--- config.mk ---
export PLATFORM = sky130hd
export DESIGN_NAME = deserializer_word_aligner
export DESIGN_NICKNAME = d
export VERILOG_FILES = /design/src/rtl/serdes_link_pkg.sv /design/src/rtl/pattern_match_counter.sv /design/src/rtl/deserializer_word_aligner.sv
export SDC_FILE = /design/constraint.sdc
export NUM_CORES = 1
export LEC_CHECK = 0
export CAP_MARGIN = 10
export CORE_MARGIN = 2
export CORE_UTILIZATION = 53
export CTS_BUF_LIST = sky130_fd_sc_hd__clkbuf_8 sky130_fd_sc_hd__clkbuf_16
export DETAILED_ROUTE_END_ITERATION = 7
export HOLD_SLACK_MARGIN = 0.1
export PLACE_DENSITY_LB_ADDON = 0.2
export SETUP_SLACK_MARGIN = 0.15
export SYNTH_ARGS = -nofsm -noshare
export SYNTH_HDL_FRONTEND = slang
export SYNTH_HIERARCHICAL = 1
export SYNTH_SLANG_ARGS = --single-unit
--- constraint.sdc ---
create_clock -name slow_clock -period 2.5 [get_ports slow_clock]
set_input_delay 0.25 -clock slow_clock [delete_from_list [all_inputs] [get_ports slow_clock]]
set_output_delay 0.25 -clock slow_clock [all_outputs]
set_load 0.02 [all_outputs]
--- src/rtl/serdes_link_pkg.sv ---
// -----------------------------------------------------------------------------
// serdes_link_pkg
// Shared constants for the SERDES link: serializer framing constants, the
// word-aligner default parameters and the aligner state encoding.
// No ports (package).
// -----------------------------------------------------------------------------
package serdes_link_pkg;

  // Serializer-side constants (word framing shared by both link directions).
  localparam int         SER_WORD_WIDTH   = 8;
  localparam int         SER_DDR_RATIO    = 4;
  localparam logic [7:0] SER_IDLE_WORD    = 8'hBC;

  // Word-aligner defaults.
  localparam logic [7:0] DEF_TRAINING_PATTERN = 8'h5C;
  localparam int         DEF_LOCK_COUNT       = 16;
  localparam int         DEF_SLIP_WAIT        = 3;
  localparam int         DEF_LOSS_COUNT       = 4;

  // Number of bitslips without lock after which align_fail is raised.
  localparam int         ALIGN_FAIL_SLIPS     = 8;

  typedef enum logic [2:0] {
    ST_SEARCH = 3'd0,
    ST_SLIP   = 3'd1,
    ST_WAIT   = 3'd2,
    ST_CHECK  = 3'd3,
    ST_LOCKED = 3'd4
  } align_state_e;

  // Counter width able to hold 'value' itself (one spare bit).
  function automatic int cnt_width(input int value);
    return $clog2(value) + 1;
  endfunction

endpackage

--- src/rtl/pattern_match_counter.sv ---
// -----------------------------------------------------------------------------
// pattern_match_counter
// Compares a data word against a reference pattern each cycle and keeps a
// saturating run-length count of consecutive events. The event is either a
// match or a mismatch (COUNT_MISMATCH); a non-event clears the run.
//
// Ports:
//   clk      in   clock, rising edge
//   rst_n    in   asynchronous active-low reset
//   clear    in   synchronous clear of the run counter (highest priority)
//   enable   in   counting enabled this cycle; otherwise the count holds
//   data     in   word under test
//   pattern  in   reference word
//   reached  out  this cycle's event brings the run to THRESHOLD
// -----------------------------------------------------------------------------
module pattern_match_counter
  import serdes_link_pkg::*;
#(
  parameter int WIDTH          = SER_WORD_WIDTH,
  parameter int THRESHOLD      = DEF_LOCK_COUNT,
  parameter bit COUNT_MISMATCH = 1'b0
) (
  input  logic             clk,
  input  logic             rst_n,
  input  logic             clear,
  input  logic             enable,
  input  logic [WIDTH-1:0] data,
  input  logic [WIDTH-1:0] pattern,
  output logic             reached
);

  localparam int               CNT_W    = cnt_width(THRESHOLD);
  localparam logic [CNT_W-1:0] THRESH_C = CNT_W'(THRESHOLD);

  logic [CNT_W-1:0] count_r;
  logic [CNT_W-1:0] count_inc_s;
  logic [CNT_W-1:0] count_next_s;
  logic             hit_s;
  logic             event_s;

  // Event detection, saturating increment and next count.
  always_comb begin
    hit_s        = (data == pattern);
    event_s      = COUNT_MISMATCH ? ~hit_s : hit_s;
    count_inc_s  = count_r;
    count_next_s = count_r;
    reached      = 1'b0;

    if (count_r >= THRESH_C) begin
      count_inc_s = THRESH_C;
    end else begin
      count_inc_s = count_r + CNT_W'(1);
    end

    if (clear) begin
      count_next_s = '0;
    end else if (enable) begin
      if (event_s) begin
        count_next_s = count_inc_s;
        reached      = (count_inc_s >= THRESH_C);
      end else begin
        count_next_s = '0;
      end
    end else begin
      count_next_s = count_r;
    end
  end

  // Run-length counter register.
  always_ff @(posedge clk or negedge rst_n) begin
    if (!rst_n) begin
      count_r <= '0;
    end else begin
      count_r <= count_next_s;
    end
  end

endmodule

--- src/rtl/deserializer_word_aligner.sv ---
// -----------------------------------------------------------------------------
// deserializer_word_aligner
// Fabric-side word aligner for an 8-bit deserializer. Hunts for the training
// word by pulsing BITSLIP, confirms it over LOCK_COUNT consecutive words,
// then monitors for loss of lock. The deserializer primitive sits outside.
//
// Ports:
//   slow_clock       in   divided deserializer clock, all logic on rising edge
//   rst_n            in   asynchronous active-low reset
//   parallel_input   in   [7:0] deserialized word, bit 0 received first
//   realign          in   one-cycle request to restart alignment
//   monitor_enable   in   count mismatches toward loss of lock while LOCKED
//   bitslip          out  one-cycle pulse to the deserializer BITSLIP input
//   parallel_output  out  [7:0] parallel_input delayed one cycle
//   output_valid     out  parallel_output carries aligned data
//   aligned          out  block is in LOCKED
//   slip_count       out  [2:0] bitslips since last restart, modulo 8
//   align_fail       out  sticky: eight bitslips issued without locking
// -----------------------------------------------------------------------------
module deserializer_word_aligner
  import serdes_link_pkg::*;
#(
  parameter logic [7:0] TRAINING_PATTERN = DEF_TRAINING_PATTERN,
  parameter int         LOCK_COUNT       = DEF_LOCK_COUNT,
  parameter int         SLIP_WAIT        = DEF_SLIP_WAIT,
  parameter int         LOSS_COUNT       = DEF_LOSS_COUNT
) (
  input  logic       slow_clock,
  input  logic       rst_n,
  input  logic [7:0] parallel_input,
  input  logic       realign,
  input  logic       monitor_enable,
  output logic       bitslip,
  output logic [7:0] parallel_output,
  output logic       output_valid,
  output logic       aligned,
  output logic [2:0] slip_count,
  output logic       align_fail
);

  localparam int                 WAIT_W      = cnt_width(SLIP_WAIT);
  localparam logic [WAIT_W-1:0]  WAIT_LAST_C = WAIT_W'((SLIP_WAIT > 0) ? (SLIP_WAIT - 1) : 0);
  localparam int                 TOTAL_W     = cnt_width(ALIGN_FAIL_SLIPS);
  localparam logic [TOTAL_W-1:0] TOTAL_MAX_C = TOTAL_W'(ALIGN_FAIL_SLIPS);
  localparam logic [TOTAL_W-1:0] FAIL_ARM_C  = TOTAL_W'(ALIGN_FAIL_SLIPS - 1);

  align_state_e        state_r;
  align_state_e        next_state_s;
  logic                match_s;
  logic                lock_en_s;
  logic                lock_clr_s;
  logic                lock_hit_s;
  logic                loss_en_s;
  logic                loss_clr_s;
  logic                loss_hit_s;
  logic                enter_slip_s;
  logic                enter_locked_s;
  logic [WAIT_W-1:0]   wait_cnt_r;
  logic [TOTAL_W-1:0]  slip_total_r;
  logic                bitslip_r;
  logic [7:0]          parallel_output_r;
  logic                output_valid_r;
  logic                aligned_r;
  logic [2:0]          slip_count_r;
  logic                align_fail_r;

  // Counter controls: the lock counter runs only while hunting/confirming,
  // the loss counter only while LOCKED with monitoring enabled.
  always_comb begin
    match_s    = (parallel_input == TRAINING_PATTERN);
    lock_en_s  = (state_r == ST_SEARCH) || (state_r == ST_CHECK);
    lock_clr_s = realign || !lock_en_s;
    loss_en_s  = (state_r == ST_LOCKED) && monitor_enable;
    loss_clr_s = realign || !loss_en_s;
  end

  // Consecutive-match counter for SEARCH/CHECK; SEARCH match starts it at 1.
  pattern_match_counter #(
    .WIDTH          (8),
    .THRESHOLD      (LOCK_COUNT),
    .COUNT_MISMATCH (1'b0)
  ) u_lock_counter (
    .clk     (slow_clock),
    .rst_n   (rst_n),
    .clear   (lock_clr_s),
    .enable  (lock_en_s),
    .data    (parallel_input),
    .pattern (TRAINING_PATTERN),
    .reached (lock_hit_s)
  );

  // Consecutive-mismatch counter for loss of lock.
  pattern_match_counter #(
    .WIDTH          (8),
    .THRESHOLD      (LOSS_COUNT),
    .COUNT_MISMATCH (1'b1)
  ) u_loss_counter (
    .clk     (slow_clock),
    .rst_n   (rst_n),
    .clear   (loss_clr_s),
    .enable  (loss_en_s),
    .data    (parallel_input),
    .pattern (TRAINING_PATTERN),
    .reached (loss_hit_s)
  );

  // Next-state logic; realign overrides every other transition.
  always_comb begin
    next_state_s = state_r;
    case (state_r)
      ST_SEARCH: begin
        if (match_s) begin
          next_state_s = ST_CHECK;
        end else begin
          next_state_s = ST_SLIP;
        end
      end
      ST_SLIP: begin
        if (SLIP_WAIT > 0) begin
          next_state_s = ST_WAIT;
        end else begin
          next_state_s = ST_SEARCH;
        end
      end
      ST_WAIT: begin
        if (wait_cnt_r == WAIT_LAST_C) begin
          next_state_s = ST_SEARCH;
        end else begin
          next_state_s = ST_WAIT;
        end
      end
      ST_CHECK: begin
        if (!match_s) begin
          next_state_s = ST_SLIP;
        end else if (lock_hit_s) begin
          next_state_s = ST_LOCKED;
        end else begin
          next_state_s = ST_CHECK;
        end
      end
      ST_LOCKED: begin
        if (loss_hit_s) begin
          next_state_s = ST_SEARCH;
        end else begin
          next_state_s = ST_LOCKED;
        end
      end
      default: begin
        next_state_s = ST_SEARCH;
      end
    endcase

    if (realign) begin
      next_state_s = ST_SEARCH;
    end else begin
      next_state_s = next_state_s;
    end

    enter_slip_s   = (next_state_s == ST_SLIP);
    enter_locked_s = (next_state_s == ST_LOCKED);
  end

  // State register.
  always_ff @(posedge slow_clock or negedge rst_n) begin
    if (!rst_n) begin
      state_r <= ST_SEARCH;
    end else begin
      state_r <= next_state_s;
    end
  end

  // WAIT dwell counter: restarts on every entry into WAIT.
  always_ff @(posedge slow_clock or negedge rst_n) begin
    if (!rst_n) begin
      wait_cnt_r <= '0;
    end else if ((state_r == ST_WAIT) && (next_state_s == ST_WAIT)) begin
      if (wait_cnt_r < WAIT_LAST_C) begin
        wait_cnt_r <= wait_cnt_r + WAIT_W'(1);
      end else begin
        wait_cnt_r <= wait_cnt_r;
      end
    end else begin
      wait_cnt_r <= '0;
    end
  end

  // Slip bookkeeping: wrapping slip_count plus a saturating total used to
  // arm align_fail; the total restarts on lock so a fail means eight slips
  // in a row without lock.
  always_ff @(posedge slow_clock or negedge rst_n) begin
    if (!rst_n) begin
      slip_count_r <= 3'd0;
      slip_total_r <= '0;
      align_fail_r <= 1'b0;
    end else if (realign) begin
      slip_count_r <= 3'd0;
      slip_total_r <= '0;
      align_fail_r <= 1'b0;
    end else if (enter_locked_s) begin
      slip_count_r <= slip_count_r;
      slip_total_r <= '0;
      align_fail_r <= 1'b0;
    end else if (enter_slip_s) begin
      slip_count_r <= slip_count_r + 3'd1;
      if (slip_total_r < TOTAL_MAX_C) begin
        slip_total_r <= slip_total_r + TOTAL_W'(1);
      end else begin
        slip_total_r <= slip_total_r;
      end
      if (slip_total_r >= FAIL_ARM_C) begin
        align_fail_r <= 1'b1;
      end else begin
        align_fail_r <= align_fail_r;
      end
    end else begin
      slip_count_r <= slip_count_r;
      slip_total_r <= slip_total_r;
      align_fail_r <= align_fail_r;
    end
  end

  // Registered outputs; bitslip is high exactly while the state is SLIP.
  always_ff @(posedge slow_clock or negedge rst_n) begin
    if (!rst_n) begin
      bitslip_r         <= 1'b0;
      parallel_output_r <= 8'h00;
      output_valid_r    <= 1'b0;
      aligned_r         <= 1'b0;
    end else begin
      bitslip_r         <= enter_slip_s;
      parallel_output_r <= parallel_input;
      output_valid_r    <= enter_locked_s;
      aligned_r         <= enter_locked_s;
    end
  end

  assign bitslip         = bitslip_r;
  assign parallel_output = parallel_output_r;
  assign output_valid    = output_valid_r;
  assign aligned         = aligned_r;
  assign slip_count      = slip_count_r;
  assign align_fail      = align_fail_r;

endmodule

==> impl_metrics.csv, run 1 <==
group,metric,value,unit
final_layout,diodes,0,
setup_path,required,2660,ps
setup_path,path_class,"reg2reg",
floorplan,start_util,54.4,%
clock_tree,cts_tree,"yes",
grt,track_usage,20.3,%
routing,first_iter_violations,56,
final_layout,final_cell_area,0.00235,mm²
placement,globalplace.congestion,0.831,
final_layout,finalNetCount,246,
grt,grt_max_degree,33,
floorplan,die_w,62.3,µm
routing,wl,3520,µm
sta,fin_skew,4.52,ps
sta,finalSetupViolCount,0,
final_layout,n_fill_cell,265,
floorplan,rows,21,
grt,grt_overflow,0,
sta,setup_ws,195,ps
yosys,synthCells,171,
power_and_ir_drop,ir_worst_vdd,0.000387,V
sta,holdWs,362,ps
setup_path,worstPathArrival,2470,ps
clock_tree,cts_setup_buffers,0,
placement,port_buffers,26,
yosys,ys_seq_elements,32,
floorplan,ioPinCount,27,
routing,viasPerCell,5.21,
yosys,synth-edff-count,0,
yosys,syn_area,0.00180,mm²
min_path,hp-class,"in2async",
sta,finalCritPeriodShare,92.2,%
routing,avgRoutedWirePerCell,12.9,µm
outcome,outcome,"completed",
yosys,ys_seq_area_share,44.4,%
clock_tree,htreeDepth,2,
clock_tree,clk_latency,280,ps
yosys,yosysUniqueCellTypes,47,
clock_tree,clock_sinks,32,
sta,finalWorstPathRequiredPeriod,2300,ps
clock_tree,clockBufferDepth,2,
routing,vias,1421,
setup_path,r2r_cells,9,
yosys,synthArstFlopShare,100,%
setup_path,cp_max_fo,7,
routing,drtPass1Iterations,5,
routing,ant_nets,0,
power_and_ir_drop,p_leak,1.00,nW
grt,grt_pass1_vias,1429,
floorplan,die_height,62.3,µm
clock_tree,ctsRootBufferMaster,"clkbuf_8",
final_layout,regArea,802,µm²
setup_path,start_kind,"flip-flop",
sta,finalHoldViolCount,0,
placement,placed_cells,265,
floorplan,coreArea,0.00331,mm²
placement,place_hpwl,2670,µm
sta,fmax,434,MHz
clock_tree,cts_buffers,5,
final_layout,multi_input_comb_area,0.00101,mm²
grt,grt_pass1_wl,6220,µm
final_layout,instances_no_fill,273,
yosys,synth-main-ff-cell,"dfrtp_1",
power_and_ir_drop,p_per_area,602,mW/mm²
final_layout,area_delta_synth_final,30.5,%
placement,placed_area,0.00223,mm²
placement,dp_slack,-28.7,ps
floorplan,dieArea,0.00388,mm²
yosys,syn_area_per_cell,10.5,µm²
setup_path,crit_path_end_kind,"flip-flop",
final_layout,drive_gt1_share,15.9,%
yosys,ys_warn_count,6,
routing,route.detailed.drc,0,
clock_tree,path_clk_slew,70,ps
job,max_cap_viol_count,0,
grt,grt_antenna_before_repair,0,
sta,slew_violations,0,
sta,rsz0062_at_grt,"false",
==> logic make-up (layout without fill, tap and decap cells) <==
kind of cell	Yosys count	count (layout)	share of synthesized area, %
other	2	16	0.417
AO/OA/AOI/OAI	26	26	13.4
adder cells (fa/ha/maj)	8	8	5.56
multiplexers	3	3	1.67
AND/OR/NAND/NOR	65	65	21.0
XOR/XNOR	20	20	9.72
flip-flops	32	32	44.4
buffers and inverters	15	57	3.82
==> cell usage after synthesis (all sizes together) (2+ instances only) <==
cell | number | share of area (%)
nand4 | 4 | 1.4
nor2 | 21 | 4.7
nor4 | 5 | 2.9
conb | 2 | 0.42
xor2 | 9 | 4.4
nand2 | 13 | 2.7
nand2b | 3 | 1.0
o31ai | 3 | 2.0
buf | 3 | 1.3
nor3 | 2 | 0.56
a21oi | 4 | 1.3
a41oi | 3 | 1.5
or3 | 2 | 0.69
o21ai | 3 | 0.83
mux2i | 3 | 1.7
nor3b | 2 | 0.83
xnor2 | 11 | 5.3
dfrtp | 32 | 44
nand3 | 4 | 1.1
nor2b | 2 | 0.69
inv | 12 | 2.5
nor4bb | 2 | 1.9
o41ai | 2 | 0.97
a211oi | 4 | 2.2
ha | 8 | 5.6
==> metal layers <==
metal	track usage (%)	vias to the layer above	share of wire [%]
met1	24.2	684	44
met4	11.9	0	2.2
li1	-	695	-
met3	3.80	9	3.6
met2	34.2	33	50
met5	0	-	0
==> where the power goes <==
| group | switching, mW | leakage (nW) | internal (mW) |
|---|---|---|---|
| Combinational | 0.213 | 0.531 | 0.174 |
| Sequential | 0.0532 | 0.421 | 0.566 |
| Clock | 0.189 | 0.0510 | 0.219 |
==> critical path, stage by stage, from the launching register on <==
cell	delay, ps
dfrtp_1	520
nor2_1	100
and3_1	250
nand2_1	120
nand2b_1	170
nor3_1	80
nor4b_2	410
a41oi_2	120
buf_4	190
nor4_1	230
==> registers in the layout, indices dropped and copies added (netlist names) <==
register / count
slip_count: 3
u_lock_counter/count_r: 5
state_r: 3
u_loss_counter/count_r: 3
slip_total_r: 4
aligned: 1
parallel_output: 8
bitslip: 1
align_fail: 1
wait_cnt_r: 3
==> final timing paths <==
check                              start             to  slack (ps)
setup / recovery              state_r[1]        aligned         200
hold / removal                     rst_n  slip_count[1]         360
setup reg to reg              state_r[1]        aligned         200
hold reg to reg            slip_count[2]  slip_count[2]         490
max in group asynchronous          rst_n     state_r[0]        1820
min in group slow_clock    slip_count[2]  slip_count[2]         490
==> final cells by class <==
cell class,count,share of cell area (%)
Clock buffer,6,3.51
Tap cell,46,2.45
Inverter,12,1.92
Timing Repair Buffer,37,14.6
Sequential cell,32,34.1
Multi-Input combinational cell,138,43.0
Clock inverter,2,0.426
==> through the flow <==
stage / setup TNS, ps / util, % / power (mW)
CTS: 0 / 70.2 / 1.42
detailed placement: -104 / 67.4 / 1.00
floorplan: 0 / - / 0.844
finish: 0 / 71.0 / 1.41
global route: 0 / 71.0 / 1.50
global placement: 0 / 67.4 / 0.991
==> cells in the final DEF (no fill, tap or decap), drive strengths merged, types with 2 or more instances in the layout <==
cell type / n
mux2i: 3
ha: 8
a41oi: 3
o41ai: 2
clkbuf: 6
nand3: 4
dfrtp: 32
nand4: 4
nor2: 21
nor3b: 2
o21ai: 3
nor4: 5
nor4bb: 2
nor3: 2
clkdlybuf4s50: 26
a211oi: 4
xnor2: 11
a21oi: 4
buf: 11
conb: 16
clkinv: 2
nand2b: 3
inv: 12
o31ai: 3
nand2: 13
nor2b: 2
xor2: 9
or3: 2
==> repair_timing <==
action | 4_1_cts | 5_1_grt
resized for setup | 0 | 5
endpoints found under the setup margin | 0 | 7
hold buffers | 0 | 0
Power figures use the tool's default switching activity.
==> run 2, diff against run 1 <==
Settings changed: MAX_ROUTING_LAYER set to met4.
==> run 2 against run 1 <==
Net effect: fmax grew 1.7%; worst setup slack gained 38 ps; core utilization is the same; via count shrank 0.63%; global-route usage grew 0.59 points; sequential power is essentially flat; count of clock-buffer cells in the layout is the same; final area is the same; first-iteration DRC count grew 1.8%; sequential share of layout area is the same; critical path depth is the same; combinational power is essentially flat; largest power group unchanged.
==> impl_metrics.csv, run 2 (same netlist as run 1, synthesis figures left out) <==
group,metric,value,unit
floorplan,ioPinCount,27,
floorplan,coreArea,0.00331,mm²
final_layout,multi_input_comb_area,0.00101,mm²
setup_path,worst_r2r_endpoint,"aligned",
sta,finalHoldViolCount,0,
clock_tree,ctsRootBufferMaster,"clkbuf_8",
clock_tree,cts_resized,0,
setup_path,path_class,"reg2reg",
clock_tree,postCtsHoldBufs,0,
clock_tree,path_clk_slew,70,ps
final_layout,drive_gt1_share,15.9,%
clock_tree,clock_sinks,32,
min_path,hp-class,"in2async",
routing,vias,1412,
job,max_cap_viol_count,0,
placement,port_buffers,26,
clock_tree,clk_latency,280,ps
sta,holdWs,361,ps
grt,grt_antenna_before_repair,0,
grt,grt_pass1_wl,6220,µm
final_layout,largest_register_ff_count,8,
floorplan,die_w,62.3,µm
power_and_ir_drop,p_per_area,601,mW/mm²
final_layout,diodes,0,
setup_path,cp_max_fo,7,
routing,route.detailed.drc,0,
power_and_ir_drop,ir_worst_vdd,0.000386,V
setup_path,required,2660,ps
grt,track_usage,20.9,%
grt,grt_overflow,0,
sta,finalCritPeriodShare,90.7,%
final_layout,n_fill_cell,265,
routing,drtPass1Iterations,4,
sta,finalSetupViolCount,0,
placement,place_hpwl,2670,µm
sta,rsz0062_at_grt,"false",
routing,avgRoutedWirePerCell,12.7,µm
grt,grt_pass1_vias,1421,
sta,fmax,441,MHz
sta,slew_violations,0,
final_layout,mostFrequentLayoutCell,"dfrtp_1",
routing,viasPerCell,5.17,
setup_path,start_kind,"flip-flop",
setup_path,worstPathArrival,2430,ps
floorplan,die_height,62.3,µm
final_layout,final_cell_mix,"dfrtp_1 (31), clkdlybuf4s50_1 (26), nor2_1 (19), conb_1 (16), nand2_1 (13)",
final_layout,area_delta_synth_final,30.5,%
floorplan,rows,21,
clock_tree,htreeDepth,2,
setup_path,reg2reg_slack,230,ps
setup_path,crit_path_end_kind,"flip-flop",
sta,fin_skew,4.54,ps
sta,final.setup.tns,0,ps
setup_path,rr_startpoint,"state_r[1]",
floorplan,start_util,54.4,%
power_and_ir_drop,p_leak,1.00,nW
routing,first_iter_violations,57,
final_layout,finalNetCount,246,
clock_tree,cts_buffers,5,
setup_path,r2r_cells,9,
clock_tree,cts_setup_buffers,0,
routing,ant_nets,0,
final_layout,regArea,802,µm²
routing,wl,3470,µm
outcome,outcome,"completed",
placement,globalplace.congestion,0.844,
clock_tree,cts_tree,"yes",
sta,finalWorstPathRequiredPeriod,2270,ps
floorplan,dieArea,0.00388,mm²
grt,grt_max_degree,33,
clock_tree,clockBufferDepth,2,
run 2: cell counts in the layout (fill, tap and decap cells not counted):
No cell type changed its count.
run 2: metal layers:
layer  share of wire, %  up-vias  GRT usage, %
met2                 51       29          34.2
met1                 44      682          24.2
li1                   -      692             -
met3                3.3        9          3.80
met5                  0        -             -
met4                2.1        0          11.9
run 2: worst max-delay path by stage:
| stage | depth (start not counted) | endpoint | from |
|---|---|---|---|
| after global placement | 9 | aligned | parallel_input[2] |
| after CTS | 8 | aligned | state_r[0] |
| after detailed placement | 9 | aligned | parallel_input[2] |
| final | 9 | aligned | state_r[1] |
| after global routing | 9 | aligned | state_r[1] |
| after floorplan | 8 | align_fail | state_r[0] |
run 2: report_power, final:
group | leakage (nW) | internal, mW | switching (mW) | total, mW
Combinational | 0.531 | 0.174 | 0.212 | 0.386
Clock | 0.0510 | 0.219 | 0.189 | 0.409
Sequential | 0.421 | 0.566 | 0.0532 | 0.619
Total | 1.00 | 0.959 | 0.455 | 1.41
run 2: worst max-delay path: stages (launching register included):
cell and delay, ps:
dfrtp_1 520, nor2_1 100, and3_1 250, nand2_1 120
nand2b_1 170, nor3_1 70, nor4b_2 380, a41oi_2 110
buf_4 180, nor4_1 230
run 2: area by class of cell:
cell class / instances / share of cell area [%]
multi-input cells: 138 / 43.0
flip-flops and latches: 32 / 34.1
repair buffers: 37 / 14.6
clock buffers: 6 / 3.51
well taps: 46 / 2.45
inverters: 12 / 1.92
clock inverters: 2 / 0.426
run 2: per-stage QoR:
stage / worst slack (ps) / instance area [µm²] / cells / total power [mW] / utilization, %
floorplan: 241 / 1850 / 185 / 0.844 / -
global placement: 28.6 / 2230 / 265 / 0.991 / 67.4
detailed placement: -28.7 / 2230 / 265 / 1.00 / 67.4
CTS: 205 / 2320 / 273 / 1.42 / 70.2
global route: 116 / 2350 / 273 / 1.50 / 71.0
finish: 233 / 2350 / 273 / 1.41 / 71.0
==> run 3, diff against run 2 <==
Settings changed: PLACE_DENSITY set to 0.78, PLACE_DENSITY_LB_ADDON 0.2 to unset.
==> run 3 against run 2 <==
Net effect: fmax increased by 3.3%; routed wire length increased by 5.8%; sequential power about the same; core utilization increased by 2.8 points; clock skew decreased by 1.9 ps; count of clock-buffer cells in the layout decreased by 1; final area increased by 3.9%; register-to-register slack improved by 70 ps; critical path type unchanged; critical endpoint is now slip_total_r[0]; largest power group unchanged.
==> impl_metrics.csv, run 3 (same netlist as run 1, synthesis figures left out) <==
group,metric,value,unit
setup_path,path_class,"reg2reg",
sta,finalHoldViolCount,0,
outcome,outcome,"completed",
final_layout,instances_no_fill,280,
setup_path,start_kind,"flip-flop",
clock_tree,clockBufferDepth,2,
routing,first_iter_violations,47,
routing,vias,1424,
floorplan,die_height,62.3,µm
routing,viasPerCell,5.09,
clock_tree,ctsRootBufferMaster,"clkbuf_8",
setup_path,required,2660,ps
sta,finalWorstPathRequiredPeriod,2190,ps
clock_tree,clk_latency,290,ps
power_and_ir_drop,p_leak,1.08,nW
sta,finalCritPeriodShare,87.7,%
setup_path,cpMostUsedCell,"nor2_1",
setup_path,slowest_stage,"dfrtp_2",
grt,track_usage,21.0,%
final_layout,finish.utilization,73.8,%
final_layout,final_cell_area,0.00244,mm²
placement,placed_cells,269,
sta,finalSetupViolCount,0,
placement,port_buffers,26,
grt,grt_pass1_wl,6220,µm
routing,route.detailed.drc,0,
sta,worst_pin_slew,531,ps
floorplan,rows,21,
min_path,hp-class,"in2reg",
setup_path,cp_max_fo,6,
sta,fmax,456,MHz
clock_tree,htreeDepth,2,
clock_tree,cts_buffers,5,
grt,grt_antenna_before_repair,0,
setup_path,r2r_cells,10,
final_layout,largest_register_ff_count,8,
clock_tree,path_clk_slew,70,ps
setup_path,worst_r2r_endpoint,"slip_total_r[0]",
placement,place_hpwl,2640,µm
final_layout,final_cell_mix,"dfrtp_1 (30), clkdlybuf4s50_1 (23), buf_4 (18), nor2_1 (16), conb_1 (16)",
clock_tree,postCtsHoldBufs,0,
placement,placed_area,0.00226,mm²
final_layout,diodes,0,
floorplan,start_util,54.4,%
floorplan,die_w,62.3,µm
grt,grt_pass1_vias,1407,
sta,rsz0062_at_grt,"false",
placement,globalplace.congestion,0.874,
setup_path,worstPathCellList,"nor2_1, and3_4, nand2_2, nand2b_4, nor3_1, nor4b_1, buf_4, a41oi_2, o31ai_4, nor2_1",
min_path,min-delay-start,"parallel_input[6]",
routing,drtPass1Iterations,5,
sta,slew_headroom,64.6,%
final_layout,drive_gt1_share,20.5,%
final_layout,area_delta_synth_final,35.6,%
setup_path,slowest_delay,440,ps
setup_path,rr_startpoint,"state_r[0]",
power_and_ir_drop,p_per_area,622,mW/mm²
final_layout,mostFrequentLayoutCell,"dfrtp_1",
grt,grt_overflow,0,
sta,slew_violations,0,
floorplan,coreArea,0.00331,mm²
setup_path,critPathLaunch,"state_r[0]",
setup_path,cp_num_cells,10,
setup_path,worstPathArrival,2360,ps
routing,ant_nets,0,
setup_path,path_delay_family,"simple AND/OR/NAND/NOR gates",
setup_path,crit_end,"slip_total_r[0]",
power_and_ir_drop,power.total,1.52,mW
floorplan,ioPinCount,27,
final_layout,finalNetCount,253,
setup_path,crit_path_end_kind,"flip-flop",
routing,avgRoutedWirePerCell,13.1,µm
clock_tree,clock_sinks,32,
floorplan,dieArea,0.00388,mm²
routing,wl,3670,µm
setup_path,reg2reg_slack,310,ps
power_and_ir_drop,ir_worst_vdd,0.000389,V
job,max_cap_viol_count,0,
clock_tree,cts_tree,"yes",
sta,fin_skew,2.60,ps
setup_path,crit_buf_inv,1,
grt,grt_max_degree,33,
-- run 3: cell types whose count changed in the layout (fill, tap and decap cells not counted), sizes merged --
| cell | previous run | this run |
|---|---|---|
| clkbuf | 6 | 5 |
| clkinv | 2 | 1 |
| clkdlybuf4s50 | 26 | 23 |
| inv | 12 | 13 |
| buf | 11 | 18 |
| dlymetal6s2s | 0 | 3 |
| bufinv | 0 | 1 |
-- run 3: final cells by class --
class | instances | area (µm²)
fillers | 247 | 867
multi-input cells | 138 | 1030
flip-flops and latches | 32 | 803
repair buffers | 44 | 403
well taps | 46 | 57.6
clock buffers | 5 | 68.8
inverters | 12 | 45.0
clock inverters | 3 | 38.8
-- run 3: what timing repair did --
item / 4_1_cts / 5_1_grt
resized for setup: 0 / 15
setup buffers: 0 / 3
endpoints found under the setup margin: 0 / 7
-- run 3: worst min-delay path by stage --
stage                          to  slack [ps]  cells past startpoint
2_1_floorplan          align_fail         -50                      0
3_3_place_gp        slip_count[2]         470                      1
3_5_place_dp        slip_count[2]         480                      1
4_1_cts        parallel_output[3]         370                      2
5_1_grt        parallel_output[3]         210                      1
6_report       parallel_output[6]         210                      1
-- run 3: worst register-to-register path: stages, from the launching register on --
cell      delay [ps]
dfrtp_2          440
nor2_1           120
and3_4           230
nand2_2           90
nand2b_4         130
nor3_1            50
nor4b_1          310
buf_4            180
a41oi_2           50
o31ai_4          370
nor2_1           100
-- run 3: metrics by stage --
step | hold WS, ps | TNS, ps | worst slack (ps)
after floorplan | -45.6 | 0 | 241
after global placement | 466 | 0 | 90.0
after detailed placement | 482 | -9.12 | -5.38
after CTS | 367 | 0 | 177
after global routing | 210 | 0 | 121
final | 207 | 0 | 306
-- run 3: per-layer routing --
metal | up-vias | GRT usage [%] | wire length [µm]
li1 | 705 | - | -
met1 | 685 | 24.4 | 1610
met2 | 27 | 35.6 | 1880
met3 | 7 | 4.53 | 121
met4 | 0 | 8.33 | 63
met5 | - | - | 0
-- run 3: report_power, final --
part | total, mW | internal, mW | leakage [nW] | switching (mW)
combinational | 0.419 | 0.190 | 0.601 | 0.230
clock | 0.485 | 0.291 | 0.0593 | 0.194
sequential | 0.616 | 0.566 | 0.419 | 0.0499
total | 1.52 | 1.05 | 1.08 | 0.473
